## config.mk

```make
export PLATFORM = sky130hd
export DESIGN_NAME = hjb_quote_requester
export DESIGN_NICKNAME = d
export VERILOG_FILES = /design/src/rtl/hjb_quote_requester.sv
export SDC_FILE = /design/constraint.sdc
export NUM_CORES = 1
export LEC_CHECK = 0
export CORE_AREA = 2 2 253 255
export CTS_BUF_LIST = sky130_fd_sc_hd__clkbuf_8
export CTS_CLUSTER_DIAMETER = 80
export DETAILED_ROUTE_END_ITERATION = 8
export DIE_AREA = 0 0 255 257
export GPL_ROUTABILITY_DRIVEN = 0
export GPL_TIMING_DRIVEN = 0
export PLACE_DENSITY = 0.62
export REMOVE_ABC_BUFFERS = 1
export SLEW_MARGIN = 30
export SYNTH_ARGS = -nofsm -noshare
export SYNTH_HDL_FRONTEND = slang
export SYNTH_SLANG_ARGS = --single-unit
```

## constraint.sdc

```tcl
create_clock -name clk -period 6.1 [get_ports clk]
set_clock_uncertainty 0.1 [all_clocks]
set_input_delay 1.525 -clock clk [delete_from_list [all_inputs] [get_ports clk]]
set_output_delay 1.525 -clock clk [all_outputs]
set_load 0.005 [all_outputs]
```

## src/rtl/hjb_quote_requester.sv

```systemverilog
// hjb_quote_requester: drives the HJB calculator from market ticks and
// returns bid/ask quotes over valid/ready, coalescing ticks while busy.
// Ports: clk/rst; tick_* in (valid/ready); calc_* operands, enable and
// results; quote_* out (valid/ready); busy plus two saturating counters.
module hjb_quote_requester #(
   parameter int TIMEOUT_CYCLES = 250
) (
   input  logic        clk,
   input  logic        rst,
   input  logic        tick_valid,
   output logic        tick_ready,
   input  logic [63:0] tick_mid_price,
   input  logic [31:0] tick_inventory,
   input  logic [63:0] tick_volatility,
   output logic [63:0] calc_mid_price,
   output logic [63:0] calc_volatility,
   output logic [31:0] calc_inventory,
   output logic        calc_en,
   input  logic        calc_done,
   input  logic [63:0] calc_bid,
   input  logic [63:0] calc_ask,
   output logic        quote_valid,
   input  logic        quote_ready,
   output logic [63:0] quote_bid,
   output logic [63:0] quote_ask,
   output logic [31:0] quote_latency,
   output logic        quote_timeout,
   output logic        busy,
   output logic [15:0] timeout_count,
   output logic [15:0] coalesce_count
);

   typedef enum logic [1:0] {IDLE, WAIT, DRAIN} state_t;

   localparam logic [31:0] TMO = 32'(TIMEOUT_CYCLES);

   state_t      state_q, state_d;
   logic [63:0] op_mid_q, op_mid_d, op_vol_q, op_vol_d;
   logic [31:0] op_inv_q, op_inv_d;
   logic        en_q, en_d;
   logic [31:0] cnt_q, cnt_d;
   logic        pend_vld_q, pend_vld_d;
   logic [63:0] pend_mid_q, pend_mid_d, pend_vol_q, pend_vol_d;
   logic [31:0] pend_inv_q, pend_inv_d;
   logic        qv_q, qv_d;
   logic [63:0] bid_q, bid_d, ask_q, ask_d;
   logic [31:0] lat_q, lat_d;
   logic        to_q, to_d;
   logic [15:0] to_cnt_q, to_cnt_d, co_cnt_q, co_cnt_d;
   logic        dnlow_q, dnlow_d;

   logic tick_acc, launch, stash, hs_ok, dn_ok;

   assign tick_ready = ~rst;
   assign tick_acc   = tick_valid & tick_ready;
   // Handshake either already happened or happens this cycle.
   assign hs_ok      = ~qv_q | quote_ready;
   // calc_done low seen earlier in DRAIN or right now.
   assign dn_ok      = dnlow_q | ~calc_done;

   always_comb begin
      state_d    = state_q;
      op_mid_d   = op_mid_q;
      op_vol_d   = op_vol_q;
      op_inv_d   = op_inv_q;
      en_d       = en_q;
      cnt_d      = cnt_q;
      pend_vld_d = pend_vld_q;
      pend_mid_d = pend_mid_q;
      pend_vol_d = pend_vol_q;
      pend_inv_d = pend_inv_q;
      qv_d       = qv_q;
      bid_d      = bid_q;
      ask_d      = ask_q;
      lat_d      = lat_q;
      to_d       = to_q;
      to_cnt_d   = to_cnt_q;
      co_cnt_d   = co_cnt_q;
      dnlow_d    = dnlow_q;
      launch     = 1'b0;
      stash      = 1'b0;

      case (state_q)
         IDLE: begin
            launch = tick_acc | pend_vld_q;
         end
         WAIT: begin
            cnt_d = cnt_q + 32'd1;
            stash = tick_acc;
            if (calc_done) begin
               bid_d   = calc_bid;
               ask_d   = calc_ask;
               lat_d   = cnt_q + 32'd1;
               to_d    = 1'b0;
               qv_d    = 1'b1;
               en_d    = 1'b0;
               dnlow_d = 1'b0;
               state_d = DRAIN;
            end else if (cnt_q + 32'd1 == TMO) begin
               bid_d   = 64'd0;
               ask_d   = 64'd0;
               lat_d   = TMO;
               to_d    = 1'b1;
               qv_d    = 1'b1;
               en_d    = 1'b0;
               dnlow_d = 1'b0;
               if (to_cnt_q != 16'hFFFF)
                  to_cnt_d = to_cnt_q + 16'd1;
               state_d = DRAIN;
            end
         end
         DRAIN: begin
            if (!calc_done)
               dnlow_d = 1'b1;
            if (hs_ok && dn_ok) begin
               qv_d = 1'b0;
               if (tick_acc || pend_vld_q)
                  launch = 1'b1;
               else
                  state_d = IDLE;
            end else begin
               if (qv_q && quote_ready)
                  qv_d = 1'b0;
               stash = tick_acc;
            end
         end
         default: state_d = IDLE;
      endcase

      // A live tick beats the pending slot; the slot is dropped either way.
      if (launch) begin
         if (tick_acc) begin
            op_mid_d = tick_mid_price;
            op_inv_d = tick_inventory;
            op_vol_d = tick_volatility;
         end else begin
            op_mid_d = pend_mid_q;
            op_inv_d = pend_inv_q;
            op_vol_d = pend_vol_q;
         end
         pend_vld_d = 1'b0;
         en_d       = 1'b1;
         cnt_d      = 32'd0;
         dnlow_d    = 1'b0;
         state_d    = WAIT;
      end

      if (stash) begin
         pend_mid_d = tick_mid_price;
         pend_inv_d = tick_inventory;
         pend_vol_d = tick_volatility;
         pend_vld_d = 1'b1;
         if (pend_vld_q && co_cnt_q != 16'hFFFF)
            co_cnt_d = co_cnt_q + 16'd1;
      end
   end

   always_ff @(posedge clk) begin
      if (rst) begin
         state_q    <= IDLE;
         op_mid_q   <= '0;
         op_vol_q   <= '0;
         op_inv_q   <= '0;
         en_q       <= 1'b0;
         cnt_q      <= '0;
         pend_vld_q <= 1'b0;
         pend_mid_q <= '0;
         pend_vol_q <= '0;
         pend_inv_q <= '0;
         qv_q       <= 1'b0;
         bid_q      <= '0;
         ask_q      <= '0;
         lat_q      <= '0;
         to_q       <= 1'b0;
         to_cnt_q   <= '0;
         co_cnt_q   <= '0;
         dnlow_q    <= 1'b0;
      end else begin
         state_q    <= state_d;
         op_mid_q   <= op_mid_d;
         op_vol_q   <= op_vol_d;
         op_inv_q   <= op_inv_d;
         en_q       <= en_d;
         cnt_q      <= cnt_d;
         pend_vld_q <= pend_vld_d;
         pend_mid_q <= pend_mid_d;
         pend_vol_q <= pend_vol_d;
         pend_inv_q <= pend_inv_d;
         qv_q       <= qv_d;
         bid_q      <= bid_d;
         ask_q      <= ask_d;
         lat_q      <= lat_d;
         to_q       <= to_d;
         to_cnt_q   <= to_cnt_d;
         co_cnt_q   <= co_cnt_d;
         dnlow_q    <= dnlow_d;
      end
   end

   assign calc_mid_price  = op_mid_q;
   assign calc_volatility = op_vol_q;
   assign calc_inventory  = op_inv_q;
   assign calc_en         = en_q;
   assign quote_valid     = qv_q;
   assign quote_bid       = bid_q;
   assign quote_ask       = ask_q;
   assign quote_latency   = lat_q;
   assign quote_timeout   = to_q;
   assign busy            = (state_q != IDLE);
   assign timeout_count   = to_cnt_q;
   assign coalesce_count  = co_cnt_q;

endmodule
```

# Yosys cells after proc, flatten, opt, wreduce, memory -nomap -nowiden
# Cells that the tools add are included.
[word_totals]
register_bits = 551
latch_bits = 0
mem_bits_rw = 0
mem_bits_ro = 0
inputBits = 293
out_inout_bits = 357
wordCells = 97
mem_count = 0
[classes]
addsub = 3
multipliers = 0
div = 0
magnitude_cmp = 0
n_eq_ne = 14
n_shift = 0
n_mux = 33
bitwise = 8
reduce_logical = 20
[op_table]
columns = ["cell", "n"]
rows = [
  ["64-bit two-way mux", 5],
  ["32-bit two-way mux", 3],
  ["16-bit by 1-bit adder with 16-bit output (second input constant)", 2],
  ["32-bit by 1-bit adder with 32-bit output (second input constant)", 1],
  ["32-bit by 8-bit == test with 1-bit output (second input constant)", 1],
  ["16-bit inequality test (second input constant)", 2],
  ["1-bit two-way mux", 16],
  ["3-bit inequality test (second input constant)", 4],
  ["4-bit AND reduction", 3],
  ["2-bit nonzero test", 5],
  ["2-bit two-way mux", 4],
  ["2-bit inequality test (second input constant)", 4],
  ["1-bit case mux with 2 select lines", 4],
  ["2-bit case mux with 3 select lines", 1],
  ["2-bit AND reduction", 3],
  ["3-bit AND reduction", 2],
  ["4-bit inequality test (second input constant)", 1],
  ["1-bit NOT", 4],
  ["1-bit logical AND", 3],
  ["1-bit bitwise OR", 3],
  ["3-bit nonzero test", 1],
  ["2-bit by 1-bit == test with 1-bit output (second input constant)", 1],
  ["2-bit == test (second input constant)", 1],
  ["2-bit logical NOT", 1],
  ["other kinds (3)", 3],
]

# Depth between registers and ports, before layout
# Gate-level depths: netlist of run 1.
[logic_depth]
ltp_word = 8
mapped_depth = 13
mapped_depth_nobuf = 9

# Least setup slack after synthesis of run 1
# OpenSTA, ideal clock, no wires.
[synth_path]
path_type = "reg2reg"
startpoint = "register cnt_q[0]"
endpoint = "register bid_q[23], in the netlist quote_bid[23]"
setup_ns = 0.117
arrival_time_ns = 3.482
setup_slack_ns = 2.402
stages_incl_launch_ff = 13
n_path_buf = 3
synth_period_minus_slack_ns = 3.698
path_cell_list = "dfxtp_1 ha_1 clkbuf_2 nand3_2 o31ai_1 o211ai_1 or4b_1 or4b_4 o31ai_4 a21oi_2 buf_4 buf_6 a22o_1"
[synth_between]
elab_chain_cells = 4
[synth_lines]
columns = ["element", "line_no", "rtl"]
rows = [
  ["start, declared", "41", "logic [31:0] cnt_q, cnt_d;"],
  ["start signal, assigned", "184", "cnt_q <= cnt_d;"],
  ["32-bit by 1-bit adder with 32-bit output", "99", "end else if (cnt_q + 32'd1 == TMO) begin"],
  ["32-bit by 8-bit == test with 1-bit output", "99", ""],
  ["2-bit nonzero test (no source line)", "-", ""],
  ["2-bit AND reduction (no source line)", "-", ""],
  ["end signal, assigned", "190", "bid_q <= bid_d;"],
  ["end, declared", "46", "logic [63:0] bid_q, bid_d, ask_q, ask_d;"],
]
# No other way between the ends.
# A chain may end at the register's enable or synchronous reset.

# Worst setup path after layout of run 1
[layout_path]
startpoint = "input port rst"
endpoint = "output port tick_ready"
[layout_between]
elab_chain_cells = 1
[layout_lines]
columns = ["element", "line_no", "rtl"]
rows = [
  ["start, declared", "9", "input logic rst,"],
  ["1-bit NOT", "54", "assign tick_ready = ~rst;"],
  ["end, declared", "11", "output logic tick_ready,"],
]
# No other way between the ends.

==> flow_summary.toml, run 1 <==
[synthesis]
ys.warnings.count = 0
synthMuxAreaShare_pct = 7.70
synth.yosys.seq_area_share_pct = 51.4
ys_top_cells_by_area = "dfxtp_1, mux2i_1, nand2_1, a22o_1, a211oi_1"
ys_types = 59
yosys.area_share.simple_pct = 14.6
synth_area_um2 = 21500
synth-xor-area-share_pct = 3.10
syn_avg_cell_area_um2 = 9.27
async_flop_share_pct = 0
synth_top_family_by_area = "compound AO/OA/AOI/OAI gates"
synth_edf_count = 0
synthAdderAreaFrac_pct = 0.408
synth-compound-area-share_pct = 18.4
synth.top_cell.area_share_pct = 51.4
yosys_most_used_dff = "dfxtp_1"
synth_seq_cells = 551
synthesis.instances = 2315
yosysTopAreaCell = "dfxtp_1"

[timing]
worst-slew-pin-transition_ns = 0.878
drv_slew = 0
final_hold_viol_count = 0
worst_slack_ns = 1.04
rsz0062_at_grt = "false"
period_share_pct = 83.0
timing.fmax_mhz = 198
setup_viol = 0
period_minus_slack_ns = 5.06
slew_headroom_pct = 40.9

[critical_path]
crit_arrival_ns = 3.44
rr_endpoint = "quote_bid[62]"
worstPathRequired_ns = 4.47
startpoint = "rst"
worstPathMaxFanout = 102
rrSetupSlack_ns = 1.14
crit_path_end_kind = "output port"
path_class = "primary input to output port"
r2r_start = "cnt_q[0]"
endpoint = "tick_ready"
rr_worst_depth = 13
cp-start-kind = "primary input"

[die]
num_rows = 92
dieArea_um2 = 65500
ios = 650
initial_core_util_pct = 34.2
die_y_um = 257
die_w_um = 255
core_area_um2 = 62700

[placement]
placed_area_um2 = 29500
placed_cells = 3692
place_ws_ns = 1.11
io_buffers = 649
dpl.hpwl_um = 51700

[drt]
wl_met1_um = 27700
drtPass1Iterations = 5
dr_total_vias = 19294
wl_met3_um = 5780
drt_iter0_markers = 837
via_per_inst = 4.99
highest_layer = "met5"
drc = 0
wl_per_cell_um = 18.2
ant_nets = 0
routed-wl-met2_um = 34500
routed_wl_um = 70200

[layout]
final_cell_mix = "clkdlybuf4s50_1, dfxtp_1, nand2_1"
fill_cells = 5780
final_cells = 3866
layout_commonest_cell = "clkdlybuf4s50_1"
drive_gt1_share_pct = 7.75
fin_nets = 3245
design_area_um2 = 31400
areaGrowthSynthToFinish_pct = 46.3

[clock_tree]
cts_buffers = 96
clockBufferDepth = 3
cts_sinks = 551
insertion_delay_ns = 0.66
cts_tree = "yes"
cts_setup_buffers = 0
cts-root-buf = "clkbuf_8"
cts_hold_buffers = 0
htreeDepth = 3
clk_pin_slew_worst_paths_ns = 0.05
ctsResizeCount = 0

[grt]
grt_pass1_vias = 18604
grt_pass1_wl_um = 106000
grt_remaining_overflow = 0
grt_max_degree = 111
antenna_found_initial = 13
grt_use_total_pct = 20.4

[pwr]
power_uw = 8370
p_leak_uw = 0.0110
power.density_nw_per_um2 = 267
irDropWorstVdd_uv = 158

[min_path]
hold_path_depth = 1
hp-class = "flip-flop to flip-flop"

[run_status]
status = "completed"

[flow_run]
drv_cap = 0
[cell families (layout without fill, tap and decap cells)]
kind of cell             count (synthesis)  in the layout
AO/OA/AOI/OAI                          563            563
adder cells (fa/ha/maj)                  7              7
flip-flops                             551            551
multiplexers                           165            165
XOR/XNOR                                76             76
buffers and inverters                  217            910
AND/OR/NAND/NOR                        736            736
other                                    0             12
[where the power goes]
part / switching, µW / internal [µW]
clock: 1510 / 1840
sequential: 87.3 / 3760
combinational: 495 / 663
total: 2100 / 6270
[cell usage after synthesis (13+ instances only)]
cell type  count
dfxtp_1      551
nand2_1      372
nor2_1       231
a21oi_1      189
a211oi_1     170
clkbuf_1     164
mux2i_1      164
a22o_1       147
xor2_1        40
xnor2_1       36
nand4_1       30
nand3_1       26
inv_1         19
buf_6         15
nor3_1        14
o21ai_0       13
[flip-flops by register name, indices dropped and copies added, names as in the netlist, 64 cells and up]
name	count
calc_volatility	64
quote_bid	64
quote_ask	64
pend_mid_q	64
pend_vol_q	64
calc_mid_price	64
[metrics by stage]
step | hold WS [ns] | utilization, % | setup TNS (ns)
after floorplan | 0.330 | - | -7036.80
after global placement | 0.339 | 44.9 | -
after detailed placement | 0.342 | 47.0 | 0
after CTS | 0.353 | 50.0 | 0
after global routing | 0.367 | 50.0 | 0
final | 0.351 | 50.0 | 0
[critical path, cell delays in order]
cell             delay [ns]
buf_8                  0.35
buf_16                 0.35
clkinv_1               0.44
clkdlybuf4s50_1        0.55
[routing by layer]
layer,track usage (%),vias to the layer above
li1,-,9441
met1,23.3,9174
met2,34.8,553
met3,6.65,122
met4,8.79,4
met5,0,-
[worst min-delay path by stage]
| stage | start | endpoint | slack [ns] |
|---|---|---|---|
| after floorplan | pend_inv_q[0] | pend_inv_q[0] | 0.33 |
| after global placement | quote_latency[12] | quote_latency[12] | 0.34 |
| after detailed placement | quote_latency[15] | quote_latency[15] | 0.34 |
| after CTS | pend_vol_q[13] | pend_vol_q[13] | 0.35 |
| after global routing | pend_vol_q[31] | pend_vol_q[31] | 0.37 |
| final | quote_latency[15] | quote_latency[15] | 0.35 |
[layout make-up]
| cell class | instances | area [µm²] | share of cell area [%] |
|---|---|---|---|
| clock buffers | 113 | 1560 | 4.95 |
| repair buffers | 729 | 7780 | 24.8 |
| diodes | 12 | 30.0 | 0.0957 |
| flip-flops and latches | 551 | 11000 | 35.1 |
| inverters | 20 | 75.1 | 0.239 |
| multi-input cells | 1547 | 9520 | 30.3 |
| clock inverters | 48 | 333 | 1.06 |
| well taps | 846 | 1060 | 3.37 |
Note: power is estimated with default switching activity, not from simulation.
==> run 2: changes to the inputs <==
CORE_AREA = 2 2 252 254   (was 2 2 253 255)
DIE_AREA = 0 0 254 256   (was 0 0 255 257)
PLACE_DENSITY = 0.65   (was 0.62)
clock period = 4.1 ns   (was 6.1 ns; I/O delays follow)
==> run 2 against run 1 <==
Effect of this change: design area is 1.3% higher; combinational power is 50% higher; sequential cell count stayed put; cell count is 0.78% higher; power is 52% higher; global-route usage is 0.53 points higher.
==> flow_summary.toml, run 2 (synthesis results as in run 1) <==
[grt]
use_met2_pct = 35.6
grt_use_met3_pct = 6.28
antenna_found_initial = 23
met1_usage_pct = 23.1
grt_pass1_wl_um = 109000
grt_pass1_vias = 18965
grt_use_total_pct = 21.0
grt_max_degree = 100
grt_remaining_overflow = 0
grt.busiest_layer = "met2"

[timing]
setup_viol = 0
worst-slew-pin-transition_ns = 0.743
slew_headroom_pct = 50.3
finalSetupTns_ns = 0
final_hold_viol_count = 0
timing.fmax_mhz = 251
drv_slew = 0
period_minus_slack_ns = 3.98
period_share_pct = 97.1

[die]
die_w_um = 254
dieArea_um2 = 65000
initial_core_util_pct = 34.4
core_area_um2 = 62400
ios = 650
die_y_um = 256
num_rows = 92

[flow_run]
drv_cap = 0

[clock_tree]
cts_buffers = 96
htreeDepth = 3
clockBufferDepth = 3
insertion_delay_ns = 0.69
cts_tree = "yes"
cts-root-buf = "clkbuf_8"
cts_hold_buffers = 0
clk_pin_slew_worst_paths_ns = 0.06
cts_sinks = 551

[drt]
ant_nets = 0
drt_iter0_markers = 958
dr_total_vias = 19574
wl_per_cell_um = 18.4
drc = 0
via_per_inst = 5.02
routed_wl_um = 71700
drtPass1Iterations = 5

[layout]
drive_gt1_share_pct = 9.20
regArea_um2 = 11100
fin_nets = 3258
multiInputGateArea_um2 = 9650
fill_cells = 5634
layout_commonest_cell = "clkdlybuf4s50_1"
design_area_um2 = 31800
final_cell_mix = "clkdlybuf4s50_1, dfxtp_1, nand2_1"
finalCoreUtilization_pct = 51.0
areaGrowthSynthToFinish_pct = 48.2

[pwr]
power_uw = 12700
p_leak_uw = 0.0112
power.density_nw_per_um2 = 401
irDropWorstVdd_uv = 400

[critical_path]
path_class = "flip-flop to flip-flop"
worstPathMaxFanout = 27
crit_arrival_ns = 4.43
worstPathRequired_ns = 4.55
startpoint = "cnt_q[1]"
cp-start-kind = "flip-flop"
crit_path_end_kind = "flip-flop"
r2r_start = "cnt_q[1]"

[placement]
io_buffers = 649
placed_area_um2 = 29400
dpl.hpwl_um = 51300

[min_path]
hold_path_startpoint = "pend_vol_q[37]"
hp-class = "flip-flop to flip-flop"

[run_status]
status = "completed"
## run 2: cell count changes in the layout (fill, tap and decap cells not counted), moves of 7 or more
cell	previous run	this run
buf_4	22	30
clkbuf_8	113	121
dfxtp_1	551	540
diode_2	12	19
dfxtp_2	0	7
## run 2: routing by layer
metal,wire length (µm),up-vias
li1,-,9475
met1,27800,9282
met2,35200,627
met3,5310,182
met4,3340,8
met5,49,-
## run 2: per-stage QoR
| step | instances | worst slack (ns) | hold WS (ns) |
|---|---|---|---|
| floorplan | 2118 | -22.21 | 0.330 |
| global placement | 3613 | -81.51 | 0.340 |
| detailed placement | 3691 | -0.933 | 0.346 |
| CTS | 3868 | 0.00731 | 0.354 |
| global route | 3895 | -0.0225 | 0.366 |
| finish | 3896 | 0.120 | 0.352 |
## run 2: worst paths after layout
kind | to | slack [ns] | cells after the start
min | pend_vol_q[37] | 0.35 | 2
max | quote_ask[61] | 0.12 | 14
min reg2reg | pend_vol_q[37] | 0.35 | 2
max reg2reg | quote_ask[61] | 0.12 | 14
## run 2: area by class of cell
class,count,share of cell area [%]
Sequential cell,551,34.8
Antenna cell,19,0.150
Clock inverter,50,1.18
Timing Repair Buffer,740,24.8
Tap cell,846,3.33
Multi-Input combinational cell,1549,30.3
Clock buffer,121,5.24
Inverter,20,0.240
## run 2: repair_timing
action,in CTS,in global routing
gates cloned,2,1
buffers inserted,4,8
gates resized for setup,16,22
pin swaps,4,7
setup endpoints to repair,176,79
## run 2: worst max-delay path: stages (launching register included)
cell and delay (ns):
dfxtp_4 0.40, ha_4 0.19, nand3_4 0.14, o31ai_4 0.28
o211ai_1 0.16, or4b_4 0.56, or4b_4 0.55, o31ai_4 0.21
buf_6 0.16, a21oi_4 0.08, buf_8 0.20, buf_16 0.18
buf_16 0.17, buf_8 0.17, a22o_1 0.24
## run 2: report_power, final
group	total, µW	leakage (µW)	internal [µW]	switching (µW)
registers	5730	0.00448	5600	128
clock network	5280	0.00116	2930	2350
logic	1740	0.00558	987	753
total	12700	0.0112	9520	3230
